`config.mk`:
```
export PLATFORM = sky130hd
export DESIGN_NAME = control_escritura_config
export DESIGN_NICKNAME = d
export VERILOG_FILES = /design/src/rtl/control_escritura_config_pkg.sv /design/src/rtl/control_escritura_config_tabla_comandos_rtc.sv /design/src/rtl/control_escritura_config.sv
export SDC_FILE = /design/constraint.sdc
export NUM_CORES = 1
export LEC_CHECK = 0
export ABC_AREA = 1
export CAP_MARGIN = 5
export CORE_MARGIN = 1.5
export CORE_UTILIZATION = 40
export CTS_CLUSTER_DIAMETER = 80
export CTS_CLUSTER_SIZE = 24
export DETAILED_ROUTE_END_ITERATION = 10
export GPL_TIMING_DRIVEN = 0
export PLACE_DENSITY = 0.86
export SLEW_MARGIN = 40
export SYNTH_ARGS = -nofsm -noshare
export SYNTH_HDL_FRONTEND = slang
export SYNTH_SLANG_ARGS = --single-unit
```
`constraint.sdc`:
```
create_clock -name clk -period 2.1 [get_ports clk]
set_input_delay 0.42 -clock clk [delete_from_list [all_inputs] [get_ports clk]]
set_output_delay 0.42 -clock clk [all_outputs]
set_load 0.005 [all_outputs]
```
`src/rtl/control_escritura_config_pkg.sv`:
```
// -----------------------------------------------------------------------------
// control_escritura_config_pkg
//
// Shared definitions for the configuration-write sequencer:
//   - config_mode encodings (which counter group the push-buttons edit)
//   - sel_mode codes (group chosen at entry)
//   - FSM state encoding
//   - RTC register addresses and default transfer-command addresses
//   - per-group write counts and the snapshot data-select codes
// -----------------------------------------------------------------------------
package control_escritura_config_pkg;

  // Counter group being edited, as seen by the configuration counters.
  typedef enum logic [2:0] {
    CFGM_NORMAL = 3'd0,
    CFGM_HORA   = 3'd1,
    CFGM_FECHA  = 3'd2,
    CFGM_TIMER  = 3'd4
  } cfg_mode_e;

  // Group selector sampled on entry to configuration mode.
  typedef enum logic [1:0] {
    SEL_HORA    = 2'd0,
    SEL_FECHA   = 2'd1,
    SEL_TIMER   = 2'd2,
    SEL_INVALID = 2'd3
  } sel_mode_e;

  typedef enum logic [2:0] {
    ST_IDLE,
    ST_CFG,
    ST_LATCH,
    ST_WRITE,
    ST_GAP,
    ST_DONE
  } state_e;

  // Which snapshot slot feeds wr_data; command writes carry a zero byte.
  typedef enum logic [2:0] {
    DSEL_SLOT0,
    DSEL_SLOT1,
    DSEL_SLOT2,
    DSEL_SLOT3,
    DSEL_ZERO
  } dsel_e;

  typedef logic [2:0] idx_t;

  // RTC register map.
  localparam logic [7:0] ADDR_SS          = 8'h21;
  localparam logic [7:0] ADDR_MM          = 8'h22;
  localparam logic [7:0] ADDR_HH          = 8'h23;
  localparam logic [7:0] ADDR_DAY         = 8'h24;
  localparam logic [7:0] ADDR_MES         = 8'h25;
  localparam logic [7:0] ADDR_YEAR        = 8'h26;
  localparam logic [7:0] ADDR_DIA_SEMANA  = 8'h27;
  localparam logic [7:0] ADDR_SS_T        = 8'h41;
  localparam logic [7:0] ADDR_MM_T        = 8'h42;
  localparam logic [7:0] ADDR_HH_T        = 8'h43;

  localparam logic [7:0] CMD_HORA_ADDR_DEF  = 8'hF1;
  localparam logic [7:0] CMD_TIMER_ADDR_DEF = 8'hF2;

  // Writes per group, including the trailing transfer command.
  localparam idx_t N_WR_HORA  = 3'd4;
  localparam idx_t N_WR_FECHA = 3'd5;
  localparam idx_t N_WR_TIMER = 3'd4;

  function automatic cfg_mode_e mode_of_group(input sel_mode_e grupo);
    case (grupo)
      SEL_HORA:  return CFGM_HORA;
      SEL_FECHA: return CFGM_FECHA;
      SEL_TIMER: return CFGM_TIMER;
      default:   return CFGM_NORMAL;
    endcase
  endfunction

endpackage

```
`src/rtl/control_escritura_config_tabla_comandos_rtc.sv`:
```
// -----------------------------------------------------------------------------
// tabla_comandos_rtc
//
// Purely combinational write table: maps (group, index) to the RTC address,
// the snapshot slot that supplies the data byte, and a flag marking the
// group's final entry (the transfer command).
//
// Ports:
//   grupo  in   group being committed (hora / fecha / timer)
//   index  in   position within the group's write sequence
//   addr   out  RTC register address for this entry
//   dsel   out  snapshot slot feeding wr_data (or zero for commands)
//   last   out  high on the group's last entry
// -----------------------------------------------------------------------------
module tabla_comandos_rtc
  import control_escritura_config_pkg::*;
#(
  parameter logic [7:0] CMD_HORA_ADDR  = CMD_HORA_ADDR_DEF,
  parameter logic [7:0] CMD_TIMER_ADDR = CMD_TIMER_ADDR_DEF
) (
  input  sel_mode_e   grupo,
  input  idx_t        index,
  output logic [7:0]  addr,
  output dsel_e       dsel,
  output logic        last
);

  // NOTE: every output gets a default before the case, so no path leaves one
  // unassigned and no latch is inferred.
  always_comb begin
    addr = 8'h00;
    dsel = DSEL_ZERO;
    last = 1'b0;
    case (grupo)
      SEL_FECHA: begin
        last = (index >= N_WR_FECHA - 3'd1);
        case (index)
          3'd0:    begin addr = ADDR_DAY;        dsel = DSEL_SLOT0; end
          3'd1:    begin addr = ADDR_MES;        dsel = DSEL_SLOT1; end
          3'd2:    begin addr = ADDR_YEAR;       dsel = DSEL_SLOT2; end
          3'd3:    begin addr = ADDR_DIA_SEMANA; dsel = DSEL_SLOT3; end
          default: begin addr = CMD_HORA_ADDR;   dsel = DSEL_ZERO;  end
        endcase
      end
      SEL_TIMER: begin
        last = (index >= N_WR_TIMER - 3'd1);
        case (index)
          3'd0:    begin addr = ADDR_SS_T;      dsel = DSEL_SLOT0; end
          3'd1:    begin addr = ADDR_MM_T;      dsel = DSEL_SLOT1; end
          3'd2:    begin addr = ADDR_HH_T;      dsel = DSEL_SLOT2; end
          default: begin addr = CMD_TIMER_ADDR; dsel = DSEL_ZERO;  end
        endcase
      end
      default: begin
        // Hora; the invalid code never reaches a commit.
        last = (index >= N_WR_HORA - 3'd1);
        case (index)
          3'd0:    begin addr = ADDR_SS;       dsel = DSEL_SLOT0; end
          3'd1:    begin addr = ADDR_MM;       dsel = DSEL_SLOT1; end
          3'd2:    begin addr = ADDR_HH;       dsel = DSEL_SLOT2; end
          default: begin addr = CMD_HORA_ADDR; dsel = DSEL_ZERO;  end
        endcase
      end
    endcase
  end

endmodule

```
`src/rtl/control_escritura_config.sv`:
```
// -----------------------------------------------------------------------------
// control_escritura_config
//
// Configuration-mode sequencer. Tells the counter group which fields the
// push-buttons edit (config_mode) and, on confirm, snapshots the edited
// values and commits them to the RTC through a single-outstanding write
// handshake (wr_req held until wr_ack, one idle cycle between writes).
//
// Optional feature (macro ACK_TIMEOUT_EN): adds parameter ACK_TIMEOUT and
// output wr_err. A write left unacknowledged for ACK_TIMEOUT cycles aborts
// the commit, pulses wr_err and returns to IDLE without commit_done.
//
// Ports:
//   clk                 in   system clock
//   reset               in   synchronous, active-low reset
//   btn_config          in   debounced level; rising edge = enter/confirm
//   btn_cancel          in   debounced level; rising edge = abandon edit
//   sel_mode[1:0]       in   group at entry: 0 hora, 1 fecha, 2 timer
//   data_*[7:0]         in   counter values (time, date, timer)
//   wr_ack              in   RTC interface accepted the current write
//   config_mode[2:0]    out  0 normal, 1 hora, 2 fecha, 4 timer
//   wr_req              out  write request
//   wr_addr[7:0]        out  write address (0 when idle)
//   wr_data[7:0]        out  write data (0 when idle)
//   busy                out  commit in progress
//   commit_done         out  one-cycle pulse after the last acknowledged write
//   wr_err              out  (ACK_TIMEOUT_EN only) one-cycle timeout pulse
// -----------------------------------------------------------------------------
module control_escritura_config
  import control_escritura_config_pkg::*;
#(
  parameter logic [7:0]  CMD_HORA_ADDR  = CMD_HORA_ADDR_DEF,
  parameter logic [7:0]  CMD_TIMER_ADDR = CMD_TIMER_ADDR_DEF
`ifdef ACK_TIMEOUT_EN
  ,
  parameter int unsigned ACK_TIMEOUT    = 1024
`endif
) (
  input  logic       clk,
  input  logic       reset,
  input  logic       btn_config,
  input  logic       btn_cancel,
  input  logic [1:0] sel_mode,
  input  logic [7:0] data_SS,
  input  logic [7:0] data_MM,
  input  logic [7:0] data_HH,
  input  logic [7:0] data_DAY,
  input  logic [7:0] data_MES,
  input  logic [7:0] data_YEAR,
  input  logic [7:0] data_dia_semana,
  input  logic [7:0] data_SS_T,
  input  logic [7:0] data_MM_T,
  input  logic [7:0] data_HH_T,
  input  logic       wr_ack,
  output logic [2:0] config_mode,
  output logic       wr_req,
  output logic [7:0] wr_addr,
  output logic [7:0] wr_data,
  output logic       busy,
  output logic       commit_done
`ifdef ACK_TIMEOUT_EN
  ,
  output logic       wr_err
`endif
);

  state_e          state_q, state_d;
  sel_mode_e       grupo_q;
  idx_t            index_q;
  logic [3:0][7:0] snap_q;
  logic            btn_config_q, btn_cancel_q;
  logic            config_edge, cancel_edge;

  logic [7:0]      tab_addr;
  dsel_e           tab_dsel;
  logic            tab_last;
  logic [7:0]      sel_data;

  // A held level never re-triggers: only a 0->1 transition counts.
  assign config_edge = btn_config & ~btn_config_q;
  assign cancel_edge = btn_cancel & ~btn_cancel_q;

`ifdef ACK_TIMEOUT_EN
  localparam int unsigned CNT_W = $clog2(ACK_TIMEOUT + 1);

  logic [CNT_W-1:0] ack_cnt_q;
  logic             ack_timeout;

  // Fires in the ACK_TIMEOUT-th consecutive unacknowledged WRITE cycle.
  assign ack_timeout = (state_q == ST_WRITE) && !wr_ack &&
                       (ack_cnt_q == CNT_W'(ACK_TIMEOUT - 1));

  always_ff @(posedge clk) begin
    if (!reset) begin
      ack_cnt_q <= '0;
      wr_err    <= 1'b0;
    end else begin
      wr_err <= ack_timeout;
      if (state_q == ST_WRITE && !wr_ack && !ack_timeout)
        ack_cnt_q <= ack_cnt_q + 1'b1;
      else
        ack_cnt_q <= '0;
    end
  end
`endif

  tabla_comandos_rtc #(
    .CMD_HORA_ADDR  (CMD_HORA_ADDR),
    .CMD_TIMER_ADDR (CMD_TIMER_ADDR)
  ) u_tabla (
    .grupo (grupo_q),
    .index (index_q),
    .addr  (tab_addr),
    .dsel  (tab_dsel),
    .last  (tab_last)
  );

  // NOTE: non-blocking assignments for every sequential register, so all
  // flops update from the values present before the edge.
  always_ff @(posedge clk) begin
    if (!reset) begin
      state_q      <= ST_IDLE;
      grupo_q      <= SEL_HORA;
      index_q      <= '0;
      btn_config_q <= 1'b0;
      btn_cancel_q <= 1'b0;
      // NOTE: the snapshot is a handful of flops, not a RAM, so it is
      // cleared together with the rest of the state.
      snap_q       <= '0;
    end else begin
      state_q      <= state_d;
      btn_config_q <= btn_config;
      btn_cancel_q <= btn_cancel;

      if (state_q == ST_IDLE && config_edge && sel_mode != SEL_INVALID)
        grupo_q <= sel_mode_e'(sel_mode);

      // The snapshot is taken while config_mode is 0, so counters are
      // frozen and button activity cannot corrupt the commit.
      if (state_q == ST_LATCH) begin
        case (grupo_q)
          SEL_FECHA: snap_q <= {data_dia_semana, data_YEAR, data_MES, data_DAY};
          SEL_TIMER: snap_q <= {8'h00, data_HH_T, data_MM_T, data_SS_T};
          default:   snap_q <= {8'h00, data_HH, data_MM, data_SS};
        endcase
      end

      if (state_q == ST_LATCH)
        index_q <= '0;
      else if (state_q == ST_WRITE && wr_ack && !tab_last)
        index_q <= index_q + 3'd1;
    end
  end

  always_comb begin
    state_d     = state_q;
    config_mode = CFGM_NORMAL;
    wr_req      = 1'b0;
    busy        = 1'b0;
    commit_done = 1'b0;
    case (state_q)
      ST_IDLE: begin
        if (config_edge && sel_mode != SEL_INVALID)
          state_d = ST_CFG;
      end
      ST_CFG: begin
        config_mode = mode_of_group(grupo_q);
        // Cancel wins over a simultaneous confirm.
        if (cancel_edge)
          state_d = ST_IDLE;
        else if (config_edge)
          state_d = ST_LATCH;
      end
      ST_LATCH: begin
        busy    = 1'b1;
        state_d = ST_WRITE;
      end
      ST_WRITE: begin
        busy   = 1'b1;
        wr_req = 1'b1;
        if (wr_ack)
          state_d = tab_last ? ST_DONE : ST_GAP;
`ifdef ACK_TIMEOUT_EN
        else if (ack_timeout)
          state_d = ST_IDLE;
`endif
      end
      ST_GAP: begin
        busy    = 1'b1;
        state_d = ST_WRITE;
      end
      ST_DONE: begin
        busy        = 1'b1;
        commit_done = 1'b1;
        state_d     = ST_IDLE;
      end
      default: state_d = ST_IDLE;
    endcase
  end

  always_comb begin
    case (tab_dsel)
      DSEL_SLOT0: sel_data = snap_q[0];
      DSEL_SLOT1: sel_data = snap_q[1];
      DSEL_SLOT2: sel_data = snap_q[2];
      DSEL_SLOT3: sel_data = snap_q[3];
      default:    sel_data = 8'h00;
    endcase
  end

  // Address and data bus stay at zero whenever no write is requested.
  assign wr_addr = wr_req ? tab_addr : 8'h00;
  assign wr_data = wr_req ? sel_data : 8'h00;

endmodule

```
==> results of run 1 <==
[logic make-up (layout without fill, tap and decap cells)]
group,count (synthesis),in the layout,share of synthesized area
XOR/XNOR,1,1,0.00331
AO/OA/AOI/OAI,123,123,0.269
flip-flops,42,42,0.318
AND/OR/NAND/NOR,134,134,0.245
buffers and inverters,72,239,0.116
adder cells (fa/ha/maj),10,10,0.0473
other,1,1,0.00142
[metrics by stage]
stage                     instances  hold slack, ns
final                           627           0.477
after global routing            627           0.499
after CTS                       619           0.481
after detailed placement        567           0.456
after global placement          567           0.449
after floorplan                 383           0.429
[what timing repair did]
item	in CTS	in global routing
hold buffers	0	0
hold endpoints to repair	0	0
buffers inserted	42	9
pin swaps	28	15
resized for setup	167	34
cloned	2	0
setup endpoints to repair	17	18
[state kept, by name (all words and copies together), names as in the netlist]
register / flops
btn_config_q: 1
snap_q: 32
index_q: 3
grupo_q: 2
btn_cancel_q: 1
state_q: 3
[placed cells by master (no fill, tap or decap), drive strengths merged, types with 2 or more instances in the layout]
cell type / instances
clkdlybuf4s50: 90
buf: 82
nand2: 57
a21oi: 54
nand3: 49
inv: 48
dfxtp: 42
o21ai: 40
a32oi: 23
nor2: 22
clkbuf: 16
ha: 10
nor3: 4
a31oi: 4
clkinv: 2
[Yosys cell counts]
cell and n:
o21a_1 1, nand2_1 52, nor2_1 18, clkbuf_2 1, a32oi_1 23, clkbuf_1 8, nor2_4 2, inv_4 1
nand2_4 4, nand3_2 4, buf_1 2, nand3b_1 1, xor2_1 1, clkinv_1 1, o21ai_0 37, o21ai_1 3
buf_4 4, nor3_1 4, nor2_2 2, ha_1 10, buf_6 1, o22ai_1 1, dfxtp_1 42, conb_1 1
inv_2 6, inv_1 41, nand3_1 45, a21oi_1 54, nand2_2 1, buf_2 7, nor4_1 1, a31oi_1 4
[worst paths after layout]
check / end / slack, ns / startpoint
worst min register to register: snap_q[31] / 0.48 / snap_q[31]
worst max register to register: snap_q[21] / 0.14 / grupo_q[0]
worst max-delay path: wr_data[0] / -0.36 / grupo_q[1]
worst min-delay path: snap_q[31] / 0.48 / snap_q[31]
[per-layer routing]
layer  vias to the layer above  GRT usage
met2                       341      0.545
met5                         -          0
met3                        93     0.0973
met1                      1678      0.342
met4                         0      0.182
li1                       1660          -
[final cells by class]
type                       instances  area [µm²]  share of cell area
clock buffer                       7        86.3              0.0182
inverter                          49         216              0.0457
timing repair buffer             160        1450               0.306
multi-input combinational        269        1850               0.391
clock inverter                     1        5.00             0.00106
tap                               77        96.3              0.0203
sequential                        42         855               0.180
buffer                            22         175              0.0370
[report_power, final]
group	internal (µW)	total (µW)	switching [µW]	leakage, µW
clock network	266	555	290	0.0000482
registers	943	1060	120	0.000346
logic	743	1680	934	0.00165
[worst min-delay path, cell delays in order, from the launching register on]
cell and delay (ns):
dfxtp_1 0.34, nand2_1 0.06, o21ai_0 0.06
==> flow_results.org, run 1 <==
** Yosys
- For this run, the number of Yosys warnings is 0.
- For this run, the register share of the synthesized area comes to 0.318.
- In this run the mean area of a mapped cell was 6.90 µm².
- Top cells by area, synth :: dfxtp_1 (32%), a21oi_1 (10%), nand3_1 (8.5%), a32oi_1 (7.6%), nand2_1 (7.4%)
- After synthesis, the netlist uses 32 different library cells.
- In this run the cell area of the synthesized design comes to about 2600 µm².
- After synthesis the netlist holds a flip-flop and latch count of 42.
- Synth Net Count :: 480
- The cell count after synthesis came out at 383.
- Area share of the largest cell type after synthesis :: 0.318
- Dominant cell type by area after synthesis :: dfxtp_1

** Critical path
- Element type at the critical path end :: output pin
- Among the stages of the critical path, the cell type that occurs most often is buf_6.
- Worst Setup Path Type :: register to output pin
- The critical path contains buffers and inverters numbering 6 combined.
- The slowest stage of the critical path belongs to the cell dfxtp_2.
- Measured in cells, the most critical reg-to-reg path has a length of 8.
- Walking the worst path, the cells encountered are inv_4, ha_4, nand2_4, nand2_8, inv_6, nor2_4, buf_6, buf_6, nand3_1, nand3_2, nand2_1, inv_1, buf_2.
- Crit Path Max Fanout :: 5
- In this run the number of cells on the critical path is 13.
- Family of cells with the greatest summed delay on the critical path :: simple AND/OR/NAND/NOR gates
- Peak per-stage delay on the critical path :: 0.35 ns
- STA puts the critical path data required time at around 1.7 ns.
- Data arrival time of the critical path :: 2.04 ns
- Type of origin of the critical path :: register

** STA
- Headroom to the max-slew limit came out at 0.592.
- In the final timing run, aggregate negative setup slack is -3.19 ns.
- Clock skew after layout :: 0.0146 ns
- Derived from the worst setup path, the maximum achievable clock frequency is 0.407 GHz.
- Final Critical Period :: 2.46 ns
- RSZ-0062 raised after global routing :: yes
- The number of hold violations in the final report was 0.
- Final period utilization :: 1.17
- Crit path setup slack, layout :: -0.359 ns
- Slew at the pin with the worst max-slew slack :: 0.612 ns
- The count of pins over their slew limit was 0.
- Setup violations remaining at the end of the flow were counted as 14.

** Finish
- Count of filler cells inserted in the layout :: 383
- Final design instance area without fill :: 4740 µm²
- Share of final-layout standard cells stronger than drive strength 1 :: 0.327
- Util after Layout :: 0.746
- The area growth from synthesis to layout is 79.3%.
- Nets@finish :: approximately 650
- ANT cells :: 0

** Die
- The die is 84.3 µm tall.
- Core Region :: 6350 µm²
- Area of the die :: 7100 µm²
- Number of ports placed on the die boundary :: 109
- From left edge to right edge, the die measures 84.3 µm.
- Initial cell density of the core :: 0.416
- Std cell rows :: 29

** Place
- Minimum setup slack after placement :: -0.522 ns
- Final RePlAce weighted congestion :: approximately 0.94
- Port Buf Inserts :: 107
- Once detailed placement completed, the half-perimeter wirelength came to approximately 6600 µm.
- Cell Area, Placed :: 3810 µm²

** Drt
- Before antenna repair, the detailed router went through 5 iterations.
- After detailed routing, the number of vias per cell comes to 6.02.
- After detailed routing, the average wire length per cell comes to 19.9 µm.
- For this run, design rule violations remaining after detail routing come to 0.
- Met3 routed wirelength :: around 1400 µm
- Uppermost signal routing layer after detailed routing :: met4
- Across all layers, the routed design uses 3,772 vias.
- Drt initial violations :: 443
- The routed design has around 12,000 µm of wire.
- Summed over all nets, wire length on met2 after detailed routing comes to about 5800 µm.
- Routed metal-1 wirelength :: 4460 µm
- Number of nets with antenna violations after detailed routing :: 0

** Flow run
- Across the run, the number of max-cap violations was 0.

** Clock network
- TritonCTS built the clock tree.
- Worst-skew pair later-pin latency :: 0.31 ns
- CTS placed an instance of clkbuf_8 at the clock tree root.
- Total clock sinks :: between 40 and 50
- Buffer depth of the longest clock path :: 2
- Clock slew seen by the registers of the worst setup and hold paths :: 0.09 ns
- Buffers inserted during clock tree synthesis total 5.
- The H-tree generated during clock tree synthesis spans 2 levels.

** Status
- Violations in the final reports :: negative setup slack
- Result of the run :: finished with violations

** Pwr
- The design draws 3300 µW.
- Peak VDD IR :: 0.493 mV
- Dividing total power by cell area gives a power density of 696 nW/µm².
- The analysis attributes to cell leakage a power of 0.00204 µW.

** GRT
- Maximum number of pins on one net before global-route repair :: 13
- The first global-routing pass estimated between 15,000 and 20,000 µm of wire.
- Global Route Usage Sum :: 0.316
- Vias in the first global route :: 3,795
- Initial antenna violation count :: 0
- Summed over all layers, the global routing overflow is 0.

** Min path
- The worst hold path was traced through 2 stages.
- In this run the worst hold path is classified as register to register.
(Power assumes the default switching activity.)
==> inputs of run 2 (changes only) <==
Settings changed: CORE_UTILIZATION 40 to 43, PLACE_DENSITY 0.86 to 0.91.
==> run 2 against run 1 <==
The flow still finishes with violations (negative setup slack). Global-route usage grew 5.9 points. Utilization is 3.3 points higher. Hold slack better by 0.0050 ns. First-iteration DRC count shrank 5.0%. Critical path depth unchanged. Design area fell by 2.7%. Die area fell by 6.7%. Register-to-register slack gained 0.02 ns. Maximum frequency is 1.2% lower. Critical endpoint is now wr_data[5].
==> flow_results.org, run 2 (synthesized netlist as in run 1, its figures left out) <==
** Status
- The run finished, with violations left.
- Violations in the final reports :: negative setup slack

** Drt
- The wire length per cell after detailed routing came to 21.2 µm (+6.7%).
- Drt initial violations :: 421 (-5.0%)
- Number of nets with antenna violations after detailed routing :: 0 (unchanged)
- The number of detailed-routing iterations run before antenna repair is 6 (+1).
- Number of remaining DRC errors :: 0 (unchanged)
- The final wirelength was 13,000 µm (+3.9%).
- Average vias per placed instance :: 6.31 (+5.0%)
- Via Count :: 3,858 (+2.3%)

** Critical path
- Crit Path Max Fanout :: 4 (-1)
- Register-to-register path setup slack :: 0.16 ns (+0.02 ns)
- The slowest stage of the critical path belongs to the cell dfxtp_4.
- Worst Setup Path Type :: register to output pin
- The required time of the critical path came to 1.68 ns (about the same).
- R2R depth :: 10 (+2)
- Element type at the critical path end :: output pin
- Peak per-stage delay on the critical path :: 0.37 ns (+0.02 ns)
- Data arrival time of the critical path :: 2.07 ns (+0.03 ns)
- The worst register-to-register path begins at index_q[0].
- The worst setup path is launched from a register.
- Crit-path cells :: inv_2, ha_4, nand2_4, nand2_8, inv_6, nor2_4, buf_6, buf_6, nand3_2, nand3_2, nand2_1, inv_1, buf_2
- The endpoint identified for the worst register-to-register timing path is index_q[0].

** Clock network
- The count of H-tree levels built during CTS came to 2 (unchanged).
- The worst-case clock buffer depth is 2 (unchanged).
- Clock slew seen by the registers of the worst setup and hold paths :: 0.08 ns (about the same)
- The insertion delay of the later-clocked pin in the worst-skew pair came to 0.31 ns (about the same).
- The tree is rooted in a clkbuf_8.
- The count of hold-fix buffers inserted at cts came to 0 (unchanged).
- Number of buffers created by CTS :: 5 (unchanged)
- Total clock sinks :: 42 (unchanged)
- TritonCTS built the clock tree.

** Finish
- Share of final-layout standard cells stronger than drive strength 1 :: 0.304 (-0.0232)
- The final cell area excluding filler cells is 4610 µm² (-2.7%).
- Counting flops per register, the top entry is snap_q.
- ANT cells :: 0 (unchanged)
- Nets@finish :: 632 (-2.2%)
- The final design utilization is 0.779 (+0.0325).
- In the final layout, the registers with the most flip-flops are snap_q (32), index_q (3), state_q (3).
- The area of the multi-input gates is 1820 µm² (-2.0%).
- Combined flip-flop and latch cell area :: 858 µm² (+0.44%)
- Count of filler cells inserted in the layout :: 373 (-2.6%)
- Highest-count cells in the layout ignoring fill and taps :: clkdlybuf4s50_1 (92), a21oi_1 (51), nand2_1 (41), o21ai_0 (36), dfxtp_1 (36)
- The library cell used most frequently in the layout, excluding fill and tap cells, is clkdlybuf4s50_1.
- Max FFs per register :: 32 (unchanged)
- Post-synthesis to final-layout area growth :: 74.5%

** STA
- Top achievable clock speed :: 0.402 GHz (-1.2%)
- Slew at the pin with the worst max-slew slack :: 0.604 ns (-0.00787 ns)
- The total negative slack for setup checks was -3.38 ns (-0.191 ns).
- Final hold viol count :: 0 (unchanged)
- Final setup violation count :: 14 (unchanged)
- The worst-case setup margin in the final layout came to -0.389 ns (-0.0296 ns).
- Final Critical Period :: 2.49 ns (+0.0296 ns)
- Clock skew after layout :: 0.00388 ns (-0.0107 ns)
- Final period utilization :: 1.19 (+0.0141)
- Count of final max-slew check failures :: 0 (unchanged)
- The remaining max-slew budget at the tightest pin came to 0.597 (+0.00525).
- RSZ-0062 raised after global routing :: yes

** Die
- The total core area is 5920 µm² (-6.8%).
- Area of the die :: 6620 µm² (-6.7%)
- The starting density of the core came to 0.446 (+0.0302).
- The die height came to 81.4 µm (-3.4%).
- The chip width came to 81.4 µm (-3.4%).
- The number of placement rows came to 28 (-3.4%).
- Number of ports placed on the die boundary :: 109 (unchanged)

** GRT
- The total routing usage reported by global routing came to 0.375 (+0.0594).
- Wire length of the first global-routing pass :: 18,700 µm (+4.4%)
- The global-route congestion overflow total is 0 (unchanged).
- Vias in the first global route :: 3,808 (+0.34%)
- The pin count of the biggest net entering global routing was 14 (+1).
- Initial antenna violation count :: 0 (unchanged)

** Place
- The sum of net half-perimeters after detailed placement is 6880 µm (+4.1%).
- The number of input and output port buffers inserted is 107 (unchanged).
- Cell Area, Placed :: 3810 µm² (about the same)
- Final RePlAce weighted congestion :: 0.941 (+0.41%)

** Min path
- HP Start :: snap_q[26]
- Hold endpoint :: snap_q[26]
- The hold-critical path depth came to 2 (unchanged).
- The path class of the tightest hold or removal check is register to register.

** Pwr
- Peak VDD IR :: 0.441 mV (-10%)
- Ratio of total power to cell area :: 724 nW/µm² (+4.1%)
- The cell leakage power was 0.00196 µW (-4.1%).

** Flow run
- The number of max-cap violations was 0 (unchanged).
==> run 2: per-stage QoR <==
step,setup WS [ns],hold WS (ns),cells,power (µW)
4_1_cts,-0.170,0.479,607,3090
5_1_grt,-0.416,0.494,611,3460
3_5_place_dp,-0.549,0.446,565,2170
6_report,-0.389,0.481,611,3340
3_3_place_gp,-0.511,0.449,565,2130
2_1_floorplan,0.193,0.429,383,1710
==> run 2: worst max-delay path by stage <==
stage / cells after the start / slack, ns / startpoint / endpoint
5_1_grt: 13 / -0.42 / index_q[1] / wr_data[5]
6_report: 13 / -0.39 / index_q[1] / wr_data[5]
2_1_floorplan: 8 / 0.19 / grupo_q[0] / wr_addr[7]
3_5_place_dp: 9 / -0.55 / grupo_q[0] / wr_addr[7]
3_3_place_gp: 10 / -0.51 / grupo_q[0] / wr_addr[0]
4_1_cts: 14 / -0.17 / grupo_q[1] / wr_data[0]
==> run 2: metal layers <==
metal	global-route usage	wire (µm)	vias up	share of wire
met1	0.420	4570	1743	0.35
met3	0.108	1560	122	0.12
li1	-	-	1627	-
met2	0.598	5830	366	0.45
met5	0	0	-	0
met4	0.286	1000	0	0.077
==> run 2: cell type report <==
type,count,share of cell area
plain buffers,22,0.0361
flip-flops and latches,42,0.186
multi-input cells,269,0.394
clock buffers,6,0.0157
clock inverters,2,0.00814
well taps,75,0.0204
repair buffers,146,0.294
inverters,49,0.0453
==> run 2: critical path: cells and delay by family, from the launching register on <==
family,cells,cell delay [ns]
adders and majority gates,1,0.18
buffers and inverters,6,0.64
and+or+nand+nor,6,0.55
DFF,1,0.37
==> run 2: what timing repair did <==
action / in CTS / in global routing
setup buffers: 32 / 5
cloned: 2 / 0
endpoints found under the setup margin: 17 / 18
pin swaps: 27 / 14
gates resized for setup: 145 / 42
==> run 2: report_power, final <==
group / internal, µW / switching (µW)
Clock: 355 / 316
Sequential: 945 / 145
Combinational: 678 / 901
Total: 1980 / 1360
